===== src/rtl/smc_pkg.sv =====
// Shared definitions for the SMC nominal-model sequencer.
// Holds the step state encoding, shared adder/multiplier select codes,
// saturation limits and a 64-bit to 32-bit saturation helper.
package smc_pkg;

  // One state per datapath step; every state lasts exactly one clock.
  typedef enum logic [2:0] {
    ST_IDLE = 3'd0,
    ST_LOAD = 3'd1,
    ST_VMUL = 3'd2,
    ST_VADD = 3'd3,
    ST_PMUL = 3'd4,
    ST_PADD = 3'd5,
    ST_CAL  = 3'd6,
    ST_DONE = 3'd7
  } smc_state_e;

  // Adder/subtractor operation codes.
  localparam logic OP_ADD = 1'b0;
  localparam logic OP_SUB = 1'b1;

  // Multiplier x-operand select.
  localparam logic MUL_X_ACC = 1'b0;
  localparam logic MUL_X_VEL = 1'b1;

  // Adder operand-pair select.
  typedef enum logic [1:0] {
    ADD_SEL_VEL = 2'd0,
    ADD_SEL_POS = 2'd1,
    ADD_SEL_ERR = 2'd2
  } add_sel_e;

  localparam logic signed [31:0] SAT32_MAX = 32'sh7FFF_FFFF;
  localparam logic signed [31:0] SAT32_MIN = 32'sh8000_0000;
  localparam logic signed [47:0] SAT48_MAX = 48'sh7FFF_FFFF_FFFF;
  localparam logic signed [47:0] SAT48_MIN = 48'sh8000_0000_0000;

  localparam logic signed [63:0] SAT32_MAX_W = 64'sh0000_0000_7FFF_FFFF;
  localparam logic signed [63:0] SAT32_MIN_W = 64'shFFFF_FFFF_8000_0000;

  // Clamp a wide signed value into the signed 32-bit range.
  function automatic logic signed [31:0] sat32(input logic signed [63:0] v);
    logic signed [31:0] r;
    if (v > SAT32_MAX_W) begin
      r = SAT32_MAX;
    end else if (v < SAT32_MIN_W) begin
      r = SAT32_MIN;
    end else begin
      r = v[31:0];
    end
    return r;
  endfunction

endpackage


===== src/rtl/fixed_adder.sv =====
// Saturating signed adder/subtractor.
// Ports: a, b - signed N-bit operands; op - 0 add, 1 subtract (a - b);
//        s - result clamped to signed N bits.
module fixed_adder #(
  parameter int N = 32
) (
  input  logic signed [N-1:0] a,
  input  logic signed [N-1:0] b,
  input  logic                op,
  output logic signed [N-1:0] s
);

  logic [N:0] ext_s;

  // One guard bit is enough to detect overflow of a single add/sub.
  always_comb begin
    if (op) begin
      ext_s = {a[N-1], a} - {b[N-1], b};
    end else begin
      ext_s = {a[N-1], a} + {b[N-1], b};
    end
  end

  // Guard and sign disagree only on overflow; the guard gives the true sign.
  always_comb begin
    if (ext_s[N] != ext_s[N-1]) begin
      s = ext_s[N] ? {1'b1, {(N-1){1'b0}}} : {1'b0, {(N-1){1'b1}}};
    end else begin
      s = ext_s[N-1:0];
    end
  end

endmodule


===== src/rtl/fixed_multiplier.sv =====
// Saturating signed multiplier.
// Ports: a, b - signed N-bit operands; p - product clamped to signed N bits.
module fixed_multiplier #(
  parameter int N = 48
) (
  input  logic signed [N-1:0] a,
  input  logic signed [N-1:0] b,
  output logic signed [N-1:0] p
);

  logic signed [2*N-1:0] full_s;
  logic                  pos_ovf_s;
  logic                  neg_ovf_s;

  assign full_s = $signed({{N{a[N-1]}}, a}) * $signed({{N{b[N-1]}}, b});

  // The product fits only if all bits from N-1 upward equal the sign bit.
  assign pos_ovf_s = ~full_s[2*N-1] & (|full_s[2*N-2:N-1]);
  assign neg_ovf_s =  full_s[2*N-1] & ~(&full_s[2*N-2:N-1]);

  // Clamp the full-width product into N bits.
  always_comb begin
    if (pos_ovf_s) begin
      p = {1'b0, {(N-1){1'b1}}};
    end else if (neg_ovf_s) begin
      p = {1'b1, {(N-1){1'b0}}};
    end else begin
      p = full_s[N-1:0];
    end
  end

endmodule


===== src/rtl/smc_seq_fsm.sv =====
// Step controller for the nominal-model sequencer.
// Ports: clk, rst_n; start - sample strobe; state_o - current step;
//        latch_en - capture u/theta this cycle; mul_sel/add_sel/add_op -
//        shared-unit operand selects; busy, done, overrun - registered status.
module smc_seq_fsm import smc_pkg::*; (
  input  logic       clk,
  input  logic       rst_n,
  input  logic       start,
  output smc_state_e state_o,
  output logic       latch_en,
  output logic       mul_sel,
  output add_sel_e   add_sel,
  output logic       add_op,
  output logic       busy,
  output logic       done,
  output logic       overrun
);

  smc_state_e state_q, state_d;
  logic       busy_q, busy_d;
  logic       done_q, done_d;
  logic       overrun_q, overrun_d;

  // Next state, status and shared-unit selects.
  always_comb begin
    state_d   = state_q;
    busy_d    = 1'b1;
    done_d    = 1'b0;
    latch_en  = 1'b0;
    mul_sel   = MUL_X_ACC;
    add_sel   = ADD_SEL_VEL;
    add_op    = OP_ADD;
    // Any start outside IDLE is dropped and flagged.
    overrun_d = start & (state_q != ST_IDLE);
    case (state_q)
      ST_IDLE: begin
        // busy stays up through the done-pulse cycle, then follows start.
        busy_d = start;
        if (start) begin
          state_d  = ST_LOAD;
          latch_en = 1'b1;
        end else begin
          state_d  = ST_IDLE;
        end
      end
      ST_LOAD: state_d = ST_VMUL;
      ST_VMUL: begin
        mul_sel = MUL_X_ACC;
        state_d = ST_VADD;
      end
      ST_VADD: begin
        add_sel = ADD_SEL_VEL;
        state_d = ST_PMUL;
      end
      ST_PMUL: begin
        mul_sel = MUL_X_VEL;
        state_d = ST_PADD;
      end
      ST_PADD: begin
        add_sel = ADD_SEL_POS;
        state_d = ST_CAL;
      end
      ST_CAL: begin
        add_sel = ADD_SEL_ERR;
        add_op  = OP_SUB;
        state_d = ST_DONE;
      end
      ST_DONE: begin
        done_d  = 1'b1;
        state_d = ST_IDLE;
      end
      default: begin
        busy_d  = 1'b0;
        state_d = ST_IDLE;
      end
    endcase
  end

  // State and status registers.
  always_ff @(posedge clk or negedge rst_n) begin
    if (!rst_n) begin
      state_q   <= ST_IDLE;
      busy_q    <= 1'b0;
      done_q    <= 1'b0;
      overrun_q <= 1'b0;
    end else begin
      state_q   <= state_d;
      busy_q    <= busy_d;
      done_q    <= done_d;
      overrun_q <= overrun_d;
    end
  end

  assign state_o = state_q;
  assign busy    = busy_q;
  assign done    = done_q;
  assign overrun = overrun_q;

endmodule


===== src/rtl/smc_nominal_sequencer.sv =====
// SMC nominal-model integrator: per start strobe computes
//   velocity += sat(u<<ACC_SHIFT)*TS, position += (velocity*TS)>>>POS_SHIFT,
// then optionally re-synchronises position to the measured angle.
// Ports: clk, rst_n; start - sample strobe; resync_en - allow reload;
//        theta - measured angle; u - control effort; busy/done/overrun/resync -
//        status pulses; thetan/dthetan - nominal position/velocity (En14);
//        dthetan_d2 - velocity two steps back; err_abs - |position error|.
module smc_nominal_sequencer import smc_pkg::*; #(
  parameter int          TS        = 2,
  parameter int          ACC_SHIFT = 2,
  parameter int          POS_SHIFT = 16,
  parameter int          POS_FRAC  = 14,
  parameter logic [31:0] RESYNC_TH = 32'd10000
) (
  input  logic        clk,
  input  logic        rst_n,
  input  logic        start,
  input  logic        resync_en,
  input  logic [31:0] theta,
  input  logic [31:0] u,
  output logic        busy,
  output logic        done,
  output logic        overrun,
  output logic        resync,
  output logic [31:0] thetan,
  output logic [31:0] dthetan,
  output logic [31:0] dthetan_d2,
  output logic [31:0] err_abs
);

  localparam logic signed [47:0] TS_W = 48'(TS);

  smc_state_e state_s;
  logic       latch_en_s, mul_sel_s, add_op_s;
  add_sel_e   add_sel_s;

  logic signed [31:0] u_l_q, u_l_d, theta_l_q, theta_l_d, acc_q, acc_d;
  logic signed [47:0] prod_q, prod_d;
  logic signed [31:0] dthetan_nxt_q, dthetan_nxt_d, thetan_nxt_q, thetan_nxt_d;
  logic signed [31:0] err_q, err_d, dthetan_d1_q, dthetan_d1_d;
  logic               resync_flag_q, resync_flag_d, resync_q, resync_d;
  logic signed [31:0] thetan_q, thetan_d, dthetan_q, dthetan_d;
  logic signed [31:0] dthetan_d2_q, dthetan_d2_d, err_abs_q, err_abs_d;

  logic signed [47:0] mul_x_s, mul_p_s;
  logic signed [31:0] add_a_s, add_b_s, sum_s, pinc_s, abs_s;
  logic signed [63:0] u_wide_s, theta_wide_s;

  smc_seq_fsm u_fsm (
    .clk      (clk),
    .rst_n    (rst_n),
    .start    (start),
    .state_o  (state_s),
    .latch_en (latch_en_s),
    .mul_sel  (mul_sel_s),
    .add_sel  (add_sel_s),
    .add_op   (add_op_s),
    .busy     (busy),
    .done     (done),
    .overrun  (overrun)
  );

  assign mul_x_s = (mul_sel_s == MUL_X_VEL) ? {{16{dthetan_nxt_q[31]}}, dthetan_nxt_q}
                                            : {{16{acc_q[31]}}, acc_q};

  fixed_multiplier #(.N(48)) u_mul (.a(mul_x_s), .b(TS_W), .p(mul_p_s));

  // Position increment: truncate the shifted 48-bit product to 32 bits.
  assign pinc_s = 32'(prod_q >>> POS_SHIFT);

  // Shared adder operand mux.
  always_comb begin
    add_a_s = 32'sd0;
    add_b_s = 32'sd0;
    case (add_sel_s)
      ADD_SEL_VEL: begin
        add_a_s = dthetan_q;
        add_b_s = prod_q[31:0];
      end
      ADD_SEL_POS: begin
        add_a_s = thetan_q;
        add_b_s = pinc_s;
      end
      ADD_SEL_ERR: begin
        add_a_s = thetan_nxt_q >>> POS_FRAC;
        add_b_s = theta_l_q;
      end
      default: begin
        add_a_s = 32'sd0;
        add_b_s = 32'sd0;
      end
    endcase
  end

  fixed_adder #(.N(32)) u_add (.a(add_a_s), .b(add_b_s), .op(add_op_s), .s(sum_s));

  // Magnitude of the error; the most negative value has no positive twin.
  always_comb begin
    if (sum_s == SAT32_MIN) begin
      abs_s = SAT32_MAX;
    end else if (sum_s[31]) begin
      abs_s = 32'sd0 - sum_s;
    end else begin
      abs_s = sum_s;
    end
  end

  assign u_wide_s     = {{32{u_l_q[31]}}, u_l_q};
  assign theta_wide_s = {{32{theta_l_q[31]}}, theta_l_q};

  // Datapath next-state: each step updates only its own scratch register;
  // published outputs change together in DONE.
  always_comb begin
    u_l_d         = u_l_q;
    theta_l_d     = theta_l_q;
    acc_d         = acc_q;
    prod_d        = prod_q;
    dthetan_nxt_d = dthetan_nxt_q;
    thetan_nxt_d  = thetan_nxt_q;
    err_d         = err_q;
    resync_flag_d = resync_flag_q;
    dthetan_d1_d  = dthetan_d1_q;
    thetan_d      = thetan_q;
    dthetan_d     = dthetan_q;
    dthetan_d2_d  = dthetan_d2_q;
    err_abs_d     = err_abs_q;
    resync_d      = 1'b0;
    if (latch_en_s) begin
      u_l_d     = u;
      theta_l_d = theta;
    end else begin
      u_l_d     = u_l_q;
      theta_l_d = theta_l_q;
    end
    case (state_s)
      ST_LOAD: acc_d = sat32(u_wide_s <<< ACC_SHIFT);
      ST_VMUL: begin
        // 32-bit velocity increment, re-saturated from the 48-bit multiplier.
        acc_d  = acc_q;
        prod_d = {{16{1'b0}}, 32'h0000_0000} |
                 48'(sat32({{16{mul_p_s[47]}}, mul_p_s}));
      end
      ST_VADD: dthetan_nxt_d = sum_s;
      ST_PMUL: prod_d = mul_p_s;
      ST_PADD: thetan_nxt_d = sum_s;
      ST_CAL: begin
        err_d         = abs_s;
        resync_flag_d = resync_en & ($unsigned(abs_s) > RESYNC_TH);
        if (resync_en && ($unsigned(abs_s) > RESYNC_TH)) begin
          thetan_nxt_d = sat32(theta_wide_s <<< POS_FRAC);
        end else begin
          thetan_nxt_d = thetan_nxt_q;
        end
      end
      ST_DONE: begin
        thetan_d     = thetan_nxt_q;
        dthetan_d    = dthetan_nxt_q;
        err_abs_d    = err_q;
        dthetan_d2_d = dthetan_d1_q;
        dthetan_d1_d = dthetan_q;
        resync_d     = resync_flag_q;
      end
      default: begin
        acc_d = acc_q;
      end
    endcase
  end

  // Datapath and output registers.
  always_ff @(posedge clk or negedge rst_n) begin
    if (!rst_n) begin
      u_l_q         <= 32'sd0;
      theta_l_q     <= 32'sd0;
      acc_q         <= 32'sd0;
      prod_q        <= 48'sd0;
      dthetan_nxt_q <= 32'sd0;
      thetan_nxt_q  <= 32'sd0;
      err_q         <= 32'sd0;
      resync_flag_q <= 1'b0;
      dthetan_d1_q  <= 32'sd0;
      thetan_q      <= 32'sd0;
      dthetan_q     <= 32'sd0;
      dthetan_d2_q  <= 32'sd0;
      err_abs_q     <= 32'sd0;
      resync_q      <= 1'b0;
    end else begin
      u_l_q         <= u_l_d;
      theta_l_q     <= theta_l_d;
      acc_q         <= acc_d;
      prod_q        <= prod_d;
      dthetan_nxt_q <= dthetan_nxt_d;
      thetan_nxt_q  <= thetan_nxt_d;
      err_q         <= err_d;
      resync_flag_q <= resync_flag_d;
      dthetan_d1_q  <= dthetan_d1_d;
      thetan_q      <= thetan_d;
      dthetan_q     <= dthetan_d;
      dthetan_d2_q  <= dthetan_d2_d;
      err_abs_q     <= err_abs_d;
      resync_q      <= resync_d;
    end
  end

  assign thetan     = thetan_q;
  assign dthetan    = dthetan_q;
  assign dthetan_d2 = dthetan_d2_q;
  assign err_abs    = err_abs_q;
  assign resync     = resync_q;

endmodule


===== config.mk =====
export PLATFORM = sky130hd
export DESIGN_NAME = smc_nominal_sequencer
export DESIGN_NICKNAME = d
export VERILOG_FILES = /design/src/rtl/smc_pkg.sv /design/src/rtl/fixed_adder.sv /design/src/rtl/fixed_multiplier.sv /design/src/rtl/smc_seq_fsm.sv /design/src/rtl/smc_nominal_sequencer.sv
export SDC_FILE = /design/constraint.sdc
export NUM_CORES = 1
export LEC_CHECK = 0
export BUFFER_PORTS_ARGS = -buffer_cell sky130_fd_sc_hd__clkbuf_2
export CAP_MARGIN = 10
export CORE_MARGIN = 5
export CORE_UTILIZATION = 40
export CTS_CLUSTER_SIZE = 24
export DETAILED_ROUTE_END_ITERATION = 12
export HOLD_SLACK_MARGIN = 0.03
export PLACE_DENSITY_LB_ADDON = 0.3
export SLEW_MARGIN = 10
export SYNTH_ARGS = -nofsm -noshare
export SYNTH_HDL_FRONTEND = slang
export SYNTH_SLANG_ARGS = --single-unit
export TNS_END_PERCENT = 5

===== constraint.sdc =====
create_clock -name clk -period 15.4 [get_ports clk]
set_input_delay 3.08 -clock clk [delete_from_list [all_inputs] [get_ports clk]]
set_output_delay 3.08 -clock clk [all_outputs]
set_load 0.02 [all_outputs]

==> flow_metrics.py, run 1 <==
metrics = {
    "outcome": {
        "status": "finished, final reports clean",
    },
    "die": {
        "pin_count": 200,
        "die-area_um2": 58000,
        "start_util": 0.405,
        "die_y_um": 241,
        "die_w_um": 241,
        "core-area_um2": 52700,
        "fp-row-count": 84,
    },
    "worst_setup_path": {
        "arrival_ns": 14.22,
        "cp-end-kind": "flop",
        "crit_path_start_kind": "flop",
        "required_ns": 15.87,
        "slowest_delay_ns": 0.86,
        "cp_slowest_cell": "xnor2_2",
        "crit_top_cell": "nor2_1",
        "cp_max_fo": 46,
        "crit_type": "flop to flop",
    },
    "synth": {
        "ys_ff_latch": 392,
        "synth_top_area_cell": "dfrtp_1",
        "yosys.area_share.xor_xnor": 0.0221,
        "synth_top_family_by_area": "compound AO/OA/AOI/OAI gates",
        "ys_warn_count": 0,
        "synthCells": 2188,
        "synthArstFlopShare": 1.00,
        "syn-num-nets": 2297,
        "synthAdderAreaFrac": 0.0249,
        "synth_area_leaders": "dfrtp_1, mux2_2, o21ai_0",
        "synth_compound_area_frac": 0.188,
        "synth_top_area_frac": 0.460,
        "ys.flop_type": "dfrtp_1",
        "synth-seq-area-share": 0.460,
        "netlist_area_um2": 21300,
        "yosys-mux-area-fraction": 0.135,
        "ys_types": 86,
        "synthSimpleGateAreaFrac": 0.133,
        "syn_avg_cell_area_um2": 9.75,
        "synth-edff-count": 0,
    },
    "detailed_routing": {
        "drt_wl_total_um": 73900,
        "top_layer": "met4",
        "dr.pass1.iters": 8,
        "ant_nets": 0,
        "drc": 0,
        "dr_wl_met2_um": 32900,
        "first_iter_violations": 1838,
        "wire_per_inst_um": 24.4,
        "wl_met1_um": 33100,
        "wl_met3_um": 5190,
        "vias": 17884,
        "viasPerCell": 5.90,
    },
    "sta": {
        "max_freq_mhz": 72.7,
        "finalSetupViolCount": 0,
        "tns_ns": 0,
        "rsz0062_at_grt": "no",
        "skew_ns": 0.0375,
        "hold_viol_final": 0,
        "finalCritPeriodShare": 0.893,
        "whs_ns": 0.464,
        "worst_pin_slew_ns": 1.15,
        "period_minus_slack_ns": 13.76,
        "finalMaxSlewViolations": 0,
        "relSlewSlack": 0.230,
    },
    "cells_and_area": {
        "final_common_cell": "dfrtp_1",
        "register_area_um2": 9810,
        "final_cell_mix": "dfrtp_1, nand2_1, o21ai_0",
        "nNetsFinal": 2418,
        "syn_to_final_growth_pct": 14.3,
        "n_antenna_cell": 0,
        "multiInputGateArea_um2": 10800,
        "drive_gt1_frac": 0.246,
        "num-fill-cells": 4967,
    },
    "cts": {
        "worstSkewPairLatency_ns": 0.60,
        "cts_tree": "yes",
        "cts_buffer_depth": 3,
        "hold_buffers": 0,
        "post_cts_buffers": 0,
        "cts_buffers": 46,
        "clk_pin_slew_ns": 0.06,
        "cts_resized": 0,
        "numClockSinks": 392,
        "clk_root_buffer_cell": "clkbuf_16",
        "htreeDepth": 2,
    },
    "global_routing": {
        "grt_pass1_wl_um": 111000,
        "grt_pass1_vias": 17222,
        "grt_max_degree": 110,
        "grt_antenna_before_repair": 0,
        "grt-ovfl-total": 0,
        "grt_usage": 0.250,
    },
    "worst_hold_path": {
        "hp-class": "flop to flop",
    },
    "run": {
        "maxCapViolCount": 0,
    },
    "placement": {
        "hpwl_um": 56400,
        "gp_congestion": 1.02,
        "numPortBuffers": 199,
    },
}
==> layout make-up <==
cell class / count / area share
multi-input combinational: 1603 / 0.442
tap: 688 / 0.0353
sequential: 392 / 0.402
timing repair buffer: 227 / 0.0502
clock inverter: 22 / 0.0102
inverter: 39 / 0.00611
clock buffer: 62 / 0.0534
==> worst paths after layout <==
check / from / end / slack [ns] / cells after the start
setup / recovery: u_fsm.state_o[1] / thetan_nxt_q[23] / 1.64 / 45
setup reg to reg: u_fsm.state_o[1] / thetan_nxt_q[23] / 1.64 / 45
hold reg to reg: err_q[4] / err_q[4] / 0.46 / 2
hold / removal: err_q[4] / err_q[4] / 0.46 / 2
min in group asynchronous: rst_n / dthetan_d1_q[16] / 2.53 / 1
max in group asynchronous: rst_n / theta_l_q[27] / 10.51 / 3
==> metrics by stage <==
step | setup WS, ns | std cells | cell area, um^2 | utilization
after floorplan | 4.87 | 2188 | 21300 | -
after global placement | 2.54 | 2948 | 22800 | 0.433
after detailed placement | 2.02 | 2948 | 22800 | 0.433
after CTS | 1.96 | 3032 | 24400 | 0.463
after global routing | 0.718 | 3033 | 24400 | 0.463
final | 1.64 | 3033 | 24400 | 0.463
==> kinds of logic (layout without fill, tap and decap cells) <==
group / Yosys count / in the layout
compound gates: 643 / 643
xor+xnor: 53 / 53
fa+ha+maj: 42 / 42
buf+inv: 193 / 350
flops: 392 / 392
mux: 247 / 247
simple gates: 618 / 618
==> per-layer routing <==
metal,GRT usage,up-vias
li1,-,8170
met1,0.366,8829
met2,0.381,770
met3,0.0398,115
met4,0.0848,0
met5,0,-
==> critical path, delay by kind of cell, from the launching register on <==
kind	cells	cell delay (ns)
xor+xnor	3	1.25
compound gates	9	2.65
fa+ha+maj	5	1.60
mux	1	0.34
simple gates	19	4.41
flops	1	0.37
buf+inv	8	2.91
==> registers in the layout, summed over array words and instances, names as in the netlist <==
| register | cells |
|---|---|
| dthetan_d1_q | 32 |
| thetan_nxt_q | 32 |
| u_l_q | 32 |
| dthetan_nxt_q | 32 |
| resync | 1 |
| acc_q | 31 |
| dthetan | 32 |
| prod_q | 33 |
| u_fsm.state_o | 3 |
| dthetan_d2 | 32 |
| u_fsm.overrun | 1 |
| err_q | 32 |
| thetan | 32 |
| u_fsm.done | 1 |
| resync_flag_q | 1 |
| u_fsm.busy | 1 |
| err_abs | 32 |
| theta_l_q | 32 |
==> synth_stat cells (9+ instances only) <==
cell type	count
dfrtp_1	392
nand2_1	241
o21ai_0	225
mux2_2	207
nor2_1	171
a21oi_1	161
clkbuf_1	121
a22oi_1	55
ha_1	40
inv_1	37
nand3_1	35
mux2_4	30
xor2_1	28
nand4_1	26
nor3_1	25
xnor2_1	24
nor2b_1	23
o22ai_1	23
nand2b_1	22
buf_1	21
a221oi_1	19
o221ai_1	17
a21o_1	16
a211oi_1	13
and2_1	13
a22o_1	11
and3_1	11
a31oi_1	10
o211ai_1	9
Power of run 1 is left out: the tool's default activity adds up to more than one toggle a clock period on the data nets, which glitch-free logic cannot reach.
==> inputs of run 2 (changes only) <==
--- a/config.mk
+++ b/config.mk
@@ -12,7 +12,6 @@
 export CTS_CLUSTER_SIZE = 24
 export DETAILED_ROUTE_END_ITERATION = 12
 export HOLD_SLACK_MARGIN = 0.03
-export PLACE_DENSITY_LB_ADDON = 0.3
 export SLEW_MARGIN = 10
 export SYNTH_ARGS = -nofsm -noshare
 export SYNTH_HDL_FRONTEND = slang
==> constraint.sdc (replaced) <==
create_clock -name clk -period 12.7 [get_ports clk]
set_input_delay 2.54 -clock clk [delete_from_list [all_inputs] [get_ports clk]]
set_output_delay 2.54 -clock clk [all_outputs]
set_load 0.02 [all_outputs]
==> run 2 against run 1 <==
Worst hold slack hardly changed. Critical path type unchanged. Global-route usage is essentially flat. Critical path depth shrank 4.
==> flow_metrics.py, run 2 (synthesis gave the netlist of run 1 again) <==
metrics = {
    "sta": {
        "tns_ns": 0,
        "skew_ns": 0.0320,
        "rsz0062_at_grt": "no",
        "worst_pin_slew_ns": 1.20,
        "finalMaxSlewViolations": 0,
        "finalSetupViolCount": 0,
        "finalCritPeriodShare": 0.938,
        "period_minus_slack_ns": 11.91,
        "relSlewSlack": 0.201,
        "max_freq_mhz": 84.0,
        "hold_viol_final": 0,
    },
    "worst_hold_path": {
        "hp-start": "err_q[3]",
        "hp-class": "flop to flop",
        "whs_path_depth": 2,
        "hold_end": "err_q[3]",
    },
    "global_routing": {
        "grt_pass1_vias": 17211,
        "grt-ovfl-total": 0,
        "grt_pass1_wl_um": 111000,
        "grt_antenna_before_repair": 1,
        "grt_usage": 0.250,
        "grt_max_degree": 191,
    },
    "worst_setup_path": {
        "cp_slowest_cell": "nor4bb_4",
        "cp-end-kind": "flop",
        "rr_startpoint": "u_fsm.state_o[2]",
        "required_ns": 13.17,
        "reg2reg_depth": 41,
        "slowest_delay_ns": 0.63,
        "r2r-end": "thetan_nxt_q[0]",
        "arrival_ns": 12.38,
        "crit_top_cell": "buf_4",
        "cp_max_fo": 32,
        "crit_type": "flop to flop",
        "crit_path_start_kind": "flop",
        "r2r_setup_slack_ns": 0.79,
    },
    "cells_and_area": {
        "final_common_cell": "dfrtp_1",
        "top_register": "prod_q",
        "final_cell_mix": "dfrtp_1, nand2_1, o21ai_0",
        "largest_reg_flops": 33,
        "drive_gt1_frac": 0.252,
        "nNetsFinal": 2437,
        "n_antenna_cell": 0,
        "syn_to_final_growth_pct": 15.1,
    },
    "cts": {
        "hold_buffers": 0,
        "cts_tree": "yes",
        "worstSkewPairLatency_ns": 0.59,
        "htreeDepth": 2,
        "clk_pin_slew_ns": 0.06,
        "cts_resized": 0,
        "clk_root_buffer_cell": "clkbuf_16",
        "numClockSinks": 392,
        "cts_buffer_depth": 3,
        "cts_buffers": 44,
        "post_cts_buffers": 0,
    },
    "placement": {
        "hpwl_um": 56200,
        "gp_congestion": 1.01,
        "numPortBuffers": 199,
    },
    "detailed_routing": {
        "drt_wl_total_um": 74100,
        "drc": 0,
        "dr.pass1.iters": 6,
        "vias": 18045,
        "wire_per_inst_um": 24.3,
        "first_iter_violations": 1994,
        "ant_nets": 0,
        "viasPerCell": 5.92,
    },
    "die": {
        "die_w_um": 241,
        "die_y_um": 241,
        "die-area_um2": 58000,
        "fp-row-count": 84,
        "core-area_um2": 52700,
        "pin_count": 200,
        "start_util": 0.405,
    },
    "outcome": {
        "status": "finished, final reports clean",
    },
    "run": {
        "maxCapViolCount": 0,
    },
}
## run 2: cell types whose count changed in the layout (fill, tap and decap cells not counted), sizes merged
cell and change:
clkinv -10, clkbuf -3, buf +21, clkinvlp +4, bufinv +3, inv -1
## run 2: layout make-up
class	count	area, um^2
Fill cell	4907	28100
Clock buffer	59	1240
Timing Repair Buffer	248	1390
Tap cell	688	861
Clock inverter	18	300
Sequential cell	392	9810
Multi-Input combinational cell	1603	10800
Inverter	39	153
## run 2: per-stage QoR
stage,hold WS (ns),area (um^2),cells,utilization,setup WS [ns]
floorplan,0.433,21300,2188,-,2.17
global placement,0.452,23000,2970,0.437,1.39
detailed placement,0.453,23000,2970,0.437,0.950
CTS,0.468,24500,3047,0.466,0.978
global route,0.485,24600,3047,0.466,0.0438
finish,0.464,24600,3047,0.466,0.791
## run 2: worst max-delay path, delay by kind of cell (launching register included)
family	cells	cell delay, ns
AO/OA/AOI/OAI	16	3.56
buffers and inverters	7	2.29
flip-flops	1	0.35
AND/OR/NAND/NOR	11	3.21
multiplexers	1	0.41
XOR/XNOR	2	0.53
adder cells (fa/ha/maj)	4	1.35
## run 2: worst max path at each step
stage	start	cells after the start	slack, ns	end
3_5_place_dp	u_fsm.state_o[2]	42	0.95	thetan_nxt_q[0]
2_1_floorplan	u_fsm.state_o[0]	50	2.17	thetan_nxt_q[10]
4_1_cts	u_fsm.state_o[2]	42	0.98	thetan_nxt_q[0]
3_3_place_gp	u_fsm.state_o[2]	42	1.39	thetan_nxt_q[0]
6_report	u_fsm.state_o[2]	41	0.79	thetan_nxt_q[0]
5_1_grt	u_fsm.state_o[2]	41	0.04	thetan_nxt_q[0]
## run 2: metal layers
metal / share of wire / track usage / wire length, um
met5: 0 / 0 / 0
met4: 0.044 / 0.0944 / 3290
met3: 0.078 / 0.0400 / 5770
met2: 0.43 / 0.369 / 31800
met1: 0.45 / 0.373 / 33200
Power of run 2 is left out for the same reason.
